## config.mk

```make
export PLATFORM = sky130hd
export DESIGN_NAME = led_mode_sequencer
export DESIGN_NICKNAME = d
export VERILOG_FILES = /design/src/rtl/led_seq_pkg.sv /design/src/rtl/led_mode_sequencer_btn_debounce.sv /design/src/rtl/led_mode_sequencer.sv
export SDC_FILE = /design/constraint.sdc
export NUM_CORES = 1
export LEC_CHECK = 0
export CAP_MARGIN = 5
export CORE_MARGIN = 4
export CORE_UTILIZATION = 55
export CTS_BUF_LIST = sky130_fd_sc_hd__clkbuf_4
export CTS_CLUSTER_SIZE = 20
export DETAILED_ROUTE_END_ITERATION = 6
export GPL_TIMING_DRIVEN = 0
export PLACE_DENSITY = 0.75
export SLEW_MARGIN = 5
export SYNTH_ARGS = -nofsm -noshare
export SYNTH_HDL_FRONTEND = slang
export SYNTH_SLANG_ARGS = --single-unit
```

## constraint.sdc

```tcl
create_clock -name CLK100MHZ -period 6.45 [get_ports CLK100MHZ]
set_clock_uncertainty 0.15 [all_clocks]
set_input_delay 0.645 -clock CLK100MHZ [delete_from_list [all_inputs] [get_ports CLK100MHZ]]
set_output_delay 0.645 -clock CLK100MHZ [all_outputs]
set_load 0.01 [all_outputs]
```

## src/rtl/led_seq_pkg.sv

```systemverilog
// Shared types and constants for the LED mode sequencer.
package led_seq_pkg;

    localparam int LED_W = 16;

    typedef enum logic [1:0] {
        MODE_MIRROR = 2'd0,
        MODE_BLINK  = 2'd1,
        MODE_CHASE  = 2'd2,
        MODE_COUNT  = 2'd3
    } mode_e;

    localparam logic [LED_W-1:0] CHASE_INIT = 16'h0001;

    function automatic mode_e next_mode(input mode_e m);
        case (m)
            MODE_MIRROR: return MODE_BLINK;
            MODE_BLINK:  return MODE_CHASE;
            MODE_CHASE:  return MODE_COUNT;
            default:     return MODE_MIRROR;
        endcase
    endfunction

    // right=0 moves the lit bit toward the MSB, right=1 toward the LSB.
    function automatic logic [LED_W-1:0] chase_step(input logic [LED_W-1:0] v,
                                                    input logic right);
        return right ? {v[0], v[LED_W-1:1]} : {v[LED_W-2:0], v[LED_W-1]};
    endfunction

endpackage

```

## src/rtl/led_mode_sequencer_btn_debounce.sv

```systemverilog
// Button conditioning: 2-flop sync, stable-count filter, rising-edge pulse.
module btn_debounce #(
    parameter int DEB_CYCLES = 1_000_000
) (
    input  logic clk,
    input  logic rst,
    input  logic btn,
    output logic rise
);
    localparam int CW = (DEB_CYCLES > 1) ? $clog2(DEB_CYCLES) : 1;
    localparam logic [CW-1:0] CNT_LAST = CW'(DEB_CYCLES - 1);

    logic [1:0]    sync;
    logic [1:0]    vld_pipe;
    logic [CW-1:0] cnt;
    logic          level, level_d, armed;

    always_ff @(posedge clk or posedge rst) begin
        if (rst) begin
            sync     <= '0;
            vld_pipe <= '0;
            cnt      <= '0;
            level    <= 1'b0;
            level_d  <= 1'b0;
            armed    <= 1'b0;
        end else begin
            sync     <= {sync[0], btn};
            vld_pipe <= {vld_pipe[0], 1'b1};
            level_d  <= level;
            if (sync[1] != level) begin
                if (cnt == CNT_LAST) begin
                    level <= sync[1];
                    cnt   <= '0;
                end else begin
                    cnt <= cnt + CW'(1);
                end
            end else begin
                cnt <= '0;
            end
            // Only arm once the real pin has been seen released, so a button
            // held through reset cannot produce a mode advance.
            if (vld_pipe[1] && !sync[1] && !level)
                armed <= 1'b1;
        end
    end

    assign rise = level & ~level_d & armed;

endmodule

```

## src/rtl/led_mode_sequencer.sv

```systemverilog
// LED bank sequencer: switch sync, display tick, mode FSM and registered LED mux.
module led_mode_sequencer
    import led_seq_pkg::*;
#(
    parameter int TICK_DIV   = 25_000_000,
    parameter int DEB_CYCLES = 1_000_000
) (
    input  logic             CLK100MHZ,
    input  logic             RST,
    input  logic [LED_W-1:0] SW,
    input  logic             BTNC,
    output logic [LED_W-1:0] LED,
    output logic [1:0]       MODE
);
    localparam int TW = $clog2(TICK_DIV);
    localparam logic [TW-1:0] TICK_LAST = TW'(TICK_DIV - 1);

    logic [1:0][LED_W-1:0] sw_sync;
    logic [LED_W-1:0]      sw_s, chase_q, count_q, led_d;
    logic [TW-1:0]         tick_cnt;
    logic                  tick, phase, btn_rise, restart;
    mode_e                 mode_q, mode_d;

    always_ff @(posedge CLK100MHZ or posedge RST) begin
        if (RST) sw_sync <= '0;
        else     sw_sync <= {sw_sync[0], SW};
    end

    assign sw_s = sw_sync[1];

    btn_debounce #(.DEB_CYCLES(DEB_CYCLES)) u_btn (
        .clk  (CLK100MHZ),
        .rst  (RST),
        .btn  (BTNC),
        .rise (btn_rise)
    );

    assign tick = (tick_cnt == TICK_LAST);

    always_ff @(posedge CLK100MHZ or posedge RST) begin
        if (RST) mode_q <= MODE_MIRROR;
        else     mode_q <= mode_d;
    end

    always_comb begin
        mode_d  = mode_q;
        restart = 1'b0;
        if (btn_rise) begin
            mode_d  = next_mode(mode_q);
            restart = 1'b1;
        end
    end

    // A restart takes priority over a coincident tick, which is dropped.
    always_ff @(posedge CLK100MHZ or posedge RST) begin
        if (RST) begin
            tick_cnt <= '0;
            phase    <= 1'b0;
            chase_q  <= CHASE_INIT;
            count_q  <= '0;
        end else if (restart) begin
            tick_cnt <= '0;
            phase    <= 1'b0;
            chase_q  <= CHASE_INIT;
            count_q  <= '0;
        end else begin
            tick_cnt <= tick ? '0 : tick_cnt + TW'(1);
            if (tick) begin
                case (mode_q)
                    MODE_BLINK: phase   <= ~phase;
                    MODE_CHASE: chase_q <= chase_step(chase_q, sw_s[0]);
                    MODE_COUNT: count_q <= count_q + LED_W'(1);
                    default: ;
                endcase
            end
        end
    end

    always_comb begin
        led_d = '0;
        case (mode_q)
            MODE_MIRROR: led_d = sw_s;
            MODE_BLINK:  led_d = phase ? sw_s : '0;
            MODE_CHASE:  led_d = chase_q;
            MODE_COUNT:  led_d = count_q;
            default:     led_d = '0;
        endcase
    end

    always_ff @(posedge CLK100MHZ or posedge RST) begin
        if (RST) LED <= '0;
        else     LED <= led_d;
    end

    assign MODE = mode_q;

endmodule

```

==> results.txt <==
The logs give 0.209 for the overall track demand over capacity in global routing and 2.84 nW for the leakage component of the power. For the worst-skew pair, the clock arrives at the later sink with an insertion delay of 550 ps. For this run, design rule violations remaining after detail routing come to 0. Counting the buffers created by CTS gives 17.

The detailed router placed 4190 vias in this run. The critical path is of the register to register type. In this run, synthesis inferred 0 flip-flops with an integrated enable. Of all nets on the critical path, the largest fanout is 10.

Max-cap violations in this run came to 0. In the routed layout, each cell is associated on average with a via count of 5.69. The longest clock path from root to sink contains 2 buffers. After technology mapping, the gate count stands at 531. For the critical path required time, the log shows 6770 ps. The path class of the lowest-slack min-delay path was register to register.

The library cells used most frequently in the layout, excluding fill and tap cells, are sky130_fd_sc_hd__dfrtp_1, sky130_fd_sc_hd__nor2_1, sky130_fd_sc_hd__nand2_1. Leaving out fill and tap cells, the most frequent cell in the layout is sky130_fd_sc_hd__dfrtp_1. The worst path arrival time is 2810 ps. The height of the die came out at 111 µm. In this run the most critical hold path is launched from sw_sync[10]$_DFF_PP0_. The chip width was 111 µm. The pin count of the biggest net entering global routing is 73, and the depth of the CTS H-tree is 4. The final-report hold violation count is 0, and the diode insertion count for antenna repair is 0. Summed over all layers, the global routing overflow is 0.

The run gives 0.563 as the starting density of the core. The post-route core utilization is 0.643. Area growth from synthesis to layout: 14.3%. The flip-flop and latch count after synthesis was 135; the area enclosed by the die boundary was 0.0122 mm².

The number of nets in the synthesized netlist is 559. Average detailed-routed wire length per instance: 15.8 µm. Setup repair after global routing left no endpoint under its margin. After detailed routing, the total wire length is 11.6 mm.

IR analysis of the VDD net gives a maximum drop of 164 µV. For this run, the detailed router's first-pass iteration total came to 5. Setup violations remaining at the end of the flow were counted as 0. Routed length on met1: 5.00 mm. Timing analysis after detailed placement gives a worst setup slack of 4000 ps.

Power spread over the standard cell area amounts to 220 mW/mm². The sequential share of the synthesized area was 0.585. The most frequently used flop master after synthesis is sky130_fd_sc_hd__dfrtp_1. The run finished with clean final reports.

The logs give 135 for the number of sinks driven by the clock tree and 665 µm for the sum of met3 wire segment lengths after detailed routing. The first-pass GRT wire length was 20.4 mm. The share of the cycle needed by the critical path after routing is 0.386, and the half-perimeter wire length after placement is 8.07 mm. Summing every instance area after synthesis gives 0.00578 mm². For the slack of the worst reg-to-reg path, the log shows 3960 ps. Routability-driven placement finished with a final weighted congestion of 0.855.

Hold repair after CTS inserted 0 buffers. The tools report the startpoint of the lowest-slack register-to-register path as tick_cnt[0]$_DFF_PP0_. The worst relative slew slack is 0.385.

For hold timing, the worst endpoint is sw_s[10]$_DFF_PP0_. Setup slack on the critical path of the routed design comes to 3960 ps. STA classifies the critical path startpoint as a register. Post-detailed-route count of antenna-violating nets: 0. After clock tree synthesis, the clock-pin slew on the worst setup and hold paths is 100 ps. The number of nets in the layout is 615. The proportion of register bits with asynchronous set or reset after synthesis is 1.00, and the buffer count from post-CTS setup fixing is 0. The tools report the root buffer selected by CTS as sky130_fd_sc_hd__clkbuf_4. For the yosys synthesis warning count, the log shows 0. The fraction of layout cells with a size suffix above 1 works out to 0.0883.

The tools report the via count of the first global-routing pass as 4208. The maximum clock frequency came out at 0.401 GHz. The region available for standard cell placement spans 0.0103 mm². The number of cells on the worst reg-to-reg path is 7. The count of pins on the block boundary was 37; the transition time at the pin with the least slew margin was 914 ps. After layout, the minimum clock period comes to 2490 ps. In this run the critical register-to-register path is captured at count_q[9]$_DFFE_PP0P_.

The final sum of negative setup slack was 0 ps. In the detailed route, the total length drawn on met2 is 5.64 mm. The number of gates resized after CTS was 0; the cell depth of the worst min-delay path was 0. The top layer used by detailed routing is met4.

The worst setup path is captured at a register. The mean cell area of the mapped netlist is 10.9 µm², and the distinct cell type count of the synthesized netlist is 43. For the initial antenna violation count, the log shows 0.

For this block, the initial DRC count from the detailed router was 237. Port buffer count: 36. The count of standard-cell rows came out at 37.

TritonCTS built the clock tree. The max-slew violation total from the final report was 0. The run gives 205 ps as the worst hold slack across all endpoints.
## kinds of logic after synthesis
| kind of cell | synth area share |
|---|---|
| multiplexers | 0.0296 |
| buffers and inverters | 0.0247 |
| adder cells (fa/ha/maj) | 0.0195 |
| AND/OR/NAND/NOR | 0.188 |
| XOR/XNOR | 0.0667 |
| AO/OA/AOI/OAI | 0.0859 |
| flip-flops | 0.585 |
| other | 0.000649 |
## state kept, by name, summed over array words and instances, names as in the netlist, 16 cells and up
name,cells
sw_sync,16
sw_s,16
u_btn.cnt,20
count_q,16
chase_q,16
LED,16
tick_cnt,25
## area by class of cell
| class | instances | area [µm²] |
|---|---|---|
| clock buffers | 21 | 158 |
| clock inverters | 11 | 108 |
| well taps | 136 | 170 |
| inverters | 7 | 31.3 |
| multi-input cells | 366 | 2260 |
| plain buffers | 23 | 116 |
| flip-flops and latches | 135 | 3380 |
| repair buffers | 37 | 388 |
| fillers | 848 | 3670 |
## power by group
group / total (mW) / switching (mW) / internal, mW / leakage [nW]
Clock: 0.527 / 0.286 / 0.241 / 0.158
Combinational: 0.0577 / 0.0309 / 0.0268 / 0.944
Sequential: 0.870 / 0.00627 / 0.864 / 1.74
## stage by stage
stage	instances	total power, mW	area (µm²)
3_3_place_gp	703	0.943	6310
5_1_grt	736	1.53	6610
4_1_cts	736	1.48	6610
6_report	736	1.45	6610
2_1_floorplan	531	0.914	5780
3_5_place_dp	704	0.947	6340
## cells in the mapped netlist (2+ instances only)
cell	count	share of area
sky130_fd_sc_hd__a21o_1	2	0.0026
sky130_fd_sc_hd__a21oi_1	13	0.011
sky130_fd_sc_hd__a22oi_1	16	0.021
sky130_fd_sc_hd__and2_1	2	0.0022
sky130_fd_sc_hd__and3_1	11	0.012
sky130_fd_sc_hd__and4_1	3	0.0045
sky130_fd_sc_hd__and4bb_2	2	0.0043
sky130_fd_sc_hd__buf_1	4	0.0026
sky130_fd_sc_hd__buf_4	2	0.0026
sky130_fd_sc_hd__buf_6	3	0.0058
sky130_fd_sc_hd__clkbuf_1	14	0.0091
sky130_fd_sc_hd__dfrtp_1	134	0.58
sky130_fd_sc_hd__ha_1	9	0.019
sky130_fd_sc_hd__inv_1	7	0.0045
sky130_fd_sc_hd__mux2i_1	16	0.028
sky130_fd_sc_hd__nand2_1	42	0.027
sky130_fd_sc_hd__nand3_1	39	0.034
sky130_fd_sc_hd__nand4_1	17	0.018
sky130_fd_sc_hd__nor2_1	60	0.039
sky130_fd_sc_hd__nor3_1	7	0.0061
sky130_fd_sc_hd__nor4_1	4	0.0043
sky130_fd_sc_hd__o21ai_0	29	0.025
sky130_fd_sc_hd__o31ai_1	18	0.023
sky130_fd_sc_hd__or2_2	3	0.0032
sky130_fd_sc_hd__or3_1	10	0.011
sky130_fd_sc_hd__or3b_2	3	0.0045
sky130_fd_sc_hd__or4_1	3	0.0039
sky130_fd_sc_hd__xnor2_1	19	0.029
sky130_fd_sc_hd__xor2_1	25	0.038
## worst max-delay path by stage
stage	start	slack, ps	endpoint	depth (start not counted)
after global routing	tick_cnt[0]$_DFF_PP0_	3800	count_q[9]$_DFFE_PP0P_	7
after detailed placement	u_btn.cnt[6]$_DFF_PP0_	4000	u_btn.cnt[15]$_DFF_PP0_	6
final	tick_cnt[0]$_DFF_PP0_	3960	count_q[9]$_DFFE_PP0P_	7
after global placement	RST	410	sw_s[0]$_DFF_PP0_	2
after CTS	tick_cnt[0]$_DFF_PP0_	3970	count_q[9]$_DFFE_PP0P_	7
after floorplan	RST	2050	LED[0]$_DFF_PP0_	1
## per-layer routing
| layer | vias to the layer above | global-route usage |
|---|---|---|
| met2 | 121 | 0.326 |
| met3 | 30 | 0.0647 |
| met5 | - | 0 |
| met1 | 2052 | 0.269 |
| met4 | 0 | 0.0944 |
| li1 | 1987 | - |
## worst max-delay path: stages (launching register included)
cell and delay [ps]:
sky130_fd_sc_hd__dfrtp_1 430, sky130_fd_sc_hd__ha_1 310, sky130_fd_sc_hd__inv_1 90, sky130_fd_sc_hd__nor3_2 350
sky130_fd_sc_hd__nand4_1 270, sky130_fd_sc_hd__clkbuf_1 280, sky130_fd_sc_hd__or3_1 380, sky130_fd_sc_hd__a21oi_1 160
Note: power is estimated with default switching activity, not from simulation.
==> patch: new RTL, same flow settings <==
Register the output `LED` once more, cleared by the reset; this adds one clock of latency there. The other outputs are not delayed to match. Comments in the files are not updated.
--- a/src/rtl/led_mode_sequencer.sv
+++ b/src/rtl/led_mode_sequencer.sv
@@ -15,4 +15,6 @@
     localparam int TW = $clog2(TICK_DIV);
     localparam logic [TW-1:0] TICK_LAST = TW'(TICK_DIV - 1);
+
+    logic [LED_W-1:0] LED_s0;
 
     logic [1:0][LED_W-1:0] sw_sync;
@@ -89,10 +91,18 @@
 
     always_ff @(posedge CLK100MHZ or posedge RST) begin
-        if (RST) LED <= '0;
-        else     LED <= led_d;
+        if (RST) LED_s0 <= '0;
+        else     LED_s0 <= led_d;
     end
 
     assign MODE = mode_q;
 
+    always_ff @(posedge CLK100MHZ or posedge RST) begin
+        if (RST) begin
+            LED <= '0;
+        end else begin
+            LED <= LED_s0;
+        end
+    end
+
 endmodule
 
Function: changed (a bounded check fails within 4 cycles, from zero or initial values and one cycle with RST high).
==> patch against the original RTL <==
Cell area increased by 6.7%; total power increased by 9.9%; setup slack got worse by 0.11 ns; clock power increased by 7.0%; synthesized cell count increased by 5.1%; routed wire length about the same; die area increased by 6.8%; non-clock buffer count increased by 3; critical path depth decreased by 1; sequential cell count increased by 16; synthesized area increased by 7.3%; critical path type unchanged; largest cell class unchanged.
==> patch: results (changes against the original RTL) <==
[metrics] Seq power: 977 µW (was 870 µW)
[metrics] amount of wire on met2 after detailed routing: 5670 µm (was 5640 µm)
[metrics] Synth Area in XOR/XNOR: 6.49% (was 6.67%)
[metrics] mux share of post-synthesis cell area: 3.11% (was 2.96%)
[metrics] fill count: 860 (was 848)
[metrics] final weighted congestion in routability-driven placement: 0.825 (was 0.855)
[metrics] combined area of the multi-input logic cells: 2240 µm² (was 2260 µm²)
[metrics] Mapped Cells: 558 (was 531)
[metrics] R2R Path End: chase_q[12] (was count_q[9])
[metrics] Inverters excl. clock: 16 (was 7)
[metrics] compound-gate portion of the synthesized area: 7.38% (was 8.59%)
[metrics] Placed Cells: 735 (was 704)
[metrics] met2 routing resource usage after global routing: 31.4% (was 32.6%)
[metrics] register bit count reported by yosys: 151 (was 135)
[metrics] CTS clock-pin slew for the worst setup and hold paths: 0.13 ns (was 0.10 ns)
[metrics] Post-Place Cell Area: 6770 µm² (was 6340 µm²)
[metrics] endpoint arrival time on the critical path: 2.91 ns (was 2.81 ns)
[metrics] met1 layer usage reported by global route: 26.4% (was 26.9%)
[metrics] sum of routed wire length over all layers: 11600 µm (about the same)
[metrics] WHS Endpoint: LED[8] (was sw_s[10])
[metrics] Slew HR: 53.1% (was 38.5%)
[metrics] Crit Reg-Reg Startpoint: tick_cnt[10] (was tick_cnt[0])
[metrics] post-detailed-placement half-perimeter wirelength: 7960 µm (was 8070 µm)
[metrics] most frequent cells after synthesis: dfrtp_1 (150), nor2_1 (80), nand2_1 (38), xnor2_1 (31), nand3_1 (28) (was dfrtp_1 (134), nor2_1 (60), nand2_1 (42), nand3_1 (39), o21ai_0 (29))
[metrics] largest cells by area after synthesis: dfrtp_1 (61%), nor2_1 (4.8%), xnor2_1 (4.4%) (was dfrtp_1 (58%), nor2_1 (3.9%), xor2_1 (3.8%))
[metrics] layout net count: 642 (was 615)
[metrics] post-synthesis adder-cell area fraction: 1.82% (was 1.95%)
[metrics] Detail Route met3 WL: 451 µm (was 665 µm)
[metrics] met1 routed wirelength after detailed routing: 5290 µm (was 5000 µm)
[metrics] initial DRC count: 262 (was 237)
[metrics] non-clock buffer total of the final layout: 63 (was 60)
[metrics] Syn Nets: 586 (was 559)
[metrics] Multi-input comb cells: 365 (was 366)
[metrics] peak supply drop: 0.172 mV (was 0.164 mV)
[metrics] Netlist cell types: 42 (was 43)
[metrics] share of final-layout standard cells stronger than drive strength 1: 7.97% (was 8.83%)
[metrics] LEAKAGE: 3.02 nW (was 2.84 nW)
[metrics] R2R cell count: 6 (was 7)
[metrics] router iterations before antenna repair: 4 (was 5)
[metrics] r2r setup slk: 3.85 ns (was 3.96 ns)
[metrics] reported net switching power: 375 µW (was 323 µW)
[metrics] vias in the first global route: 4218 (was 4208)
[metrics] Non-clock buffering overhead: 7.18% (was 7.63%)
[metrics] ClkCell Share: 3.99% (was 4.01%)
[metrics] result of the run: complete, no violations (unchanged)
[metrics] proportion of cell area occupied by registers: 53.6% (was 51.1%)
-- patch: cell types whose count changed after synthesis, moves of 9 or more --
| cell | unedited run | this run |
|---|---|---|
| nand3_1 | 39 | 28 |
| xor2_1 | 25 | 15 |
| dfrtp_1 | 134 | 150 |
| nor2_1 | 60 | 80 |
| o31ai_1 | 18 | 0 |
| xnor2_1 | 19 | 31 |
| inv_1 | 7 | 16 |
| a211oi_1 | 0 | 15 |
-- patch: worst max-delay path, stage by stage, from the launching register on --
cell      delay [ns]
dfrtp_1         0.44
nor4_1          0.57
nand3_1         0.30
nor4_4          0.41
buf_2           0.29
nor2_1          0.08
a211oi_1        0.25
-- patch: per-stage QoR --
stage	setup TNS (ns)	hold slack [ns]	power [mW]	setup WS [ns]	util, %
final	0	0.201	1.60	3.85	64.5
after global routing	0	0.214	1.68	3.54	64.5
after CTS	0	0.206	1.62	3.83	64.5
after floorplan	0	0.181	1.02	1.59	-
after global placement	-21.65	0.182	1.05	-0.155	61.6
after detailed placement	0	0.185	1.06	3.84	61.9
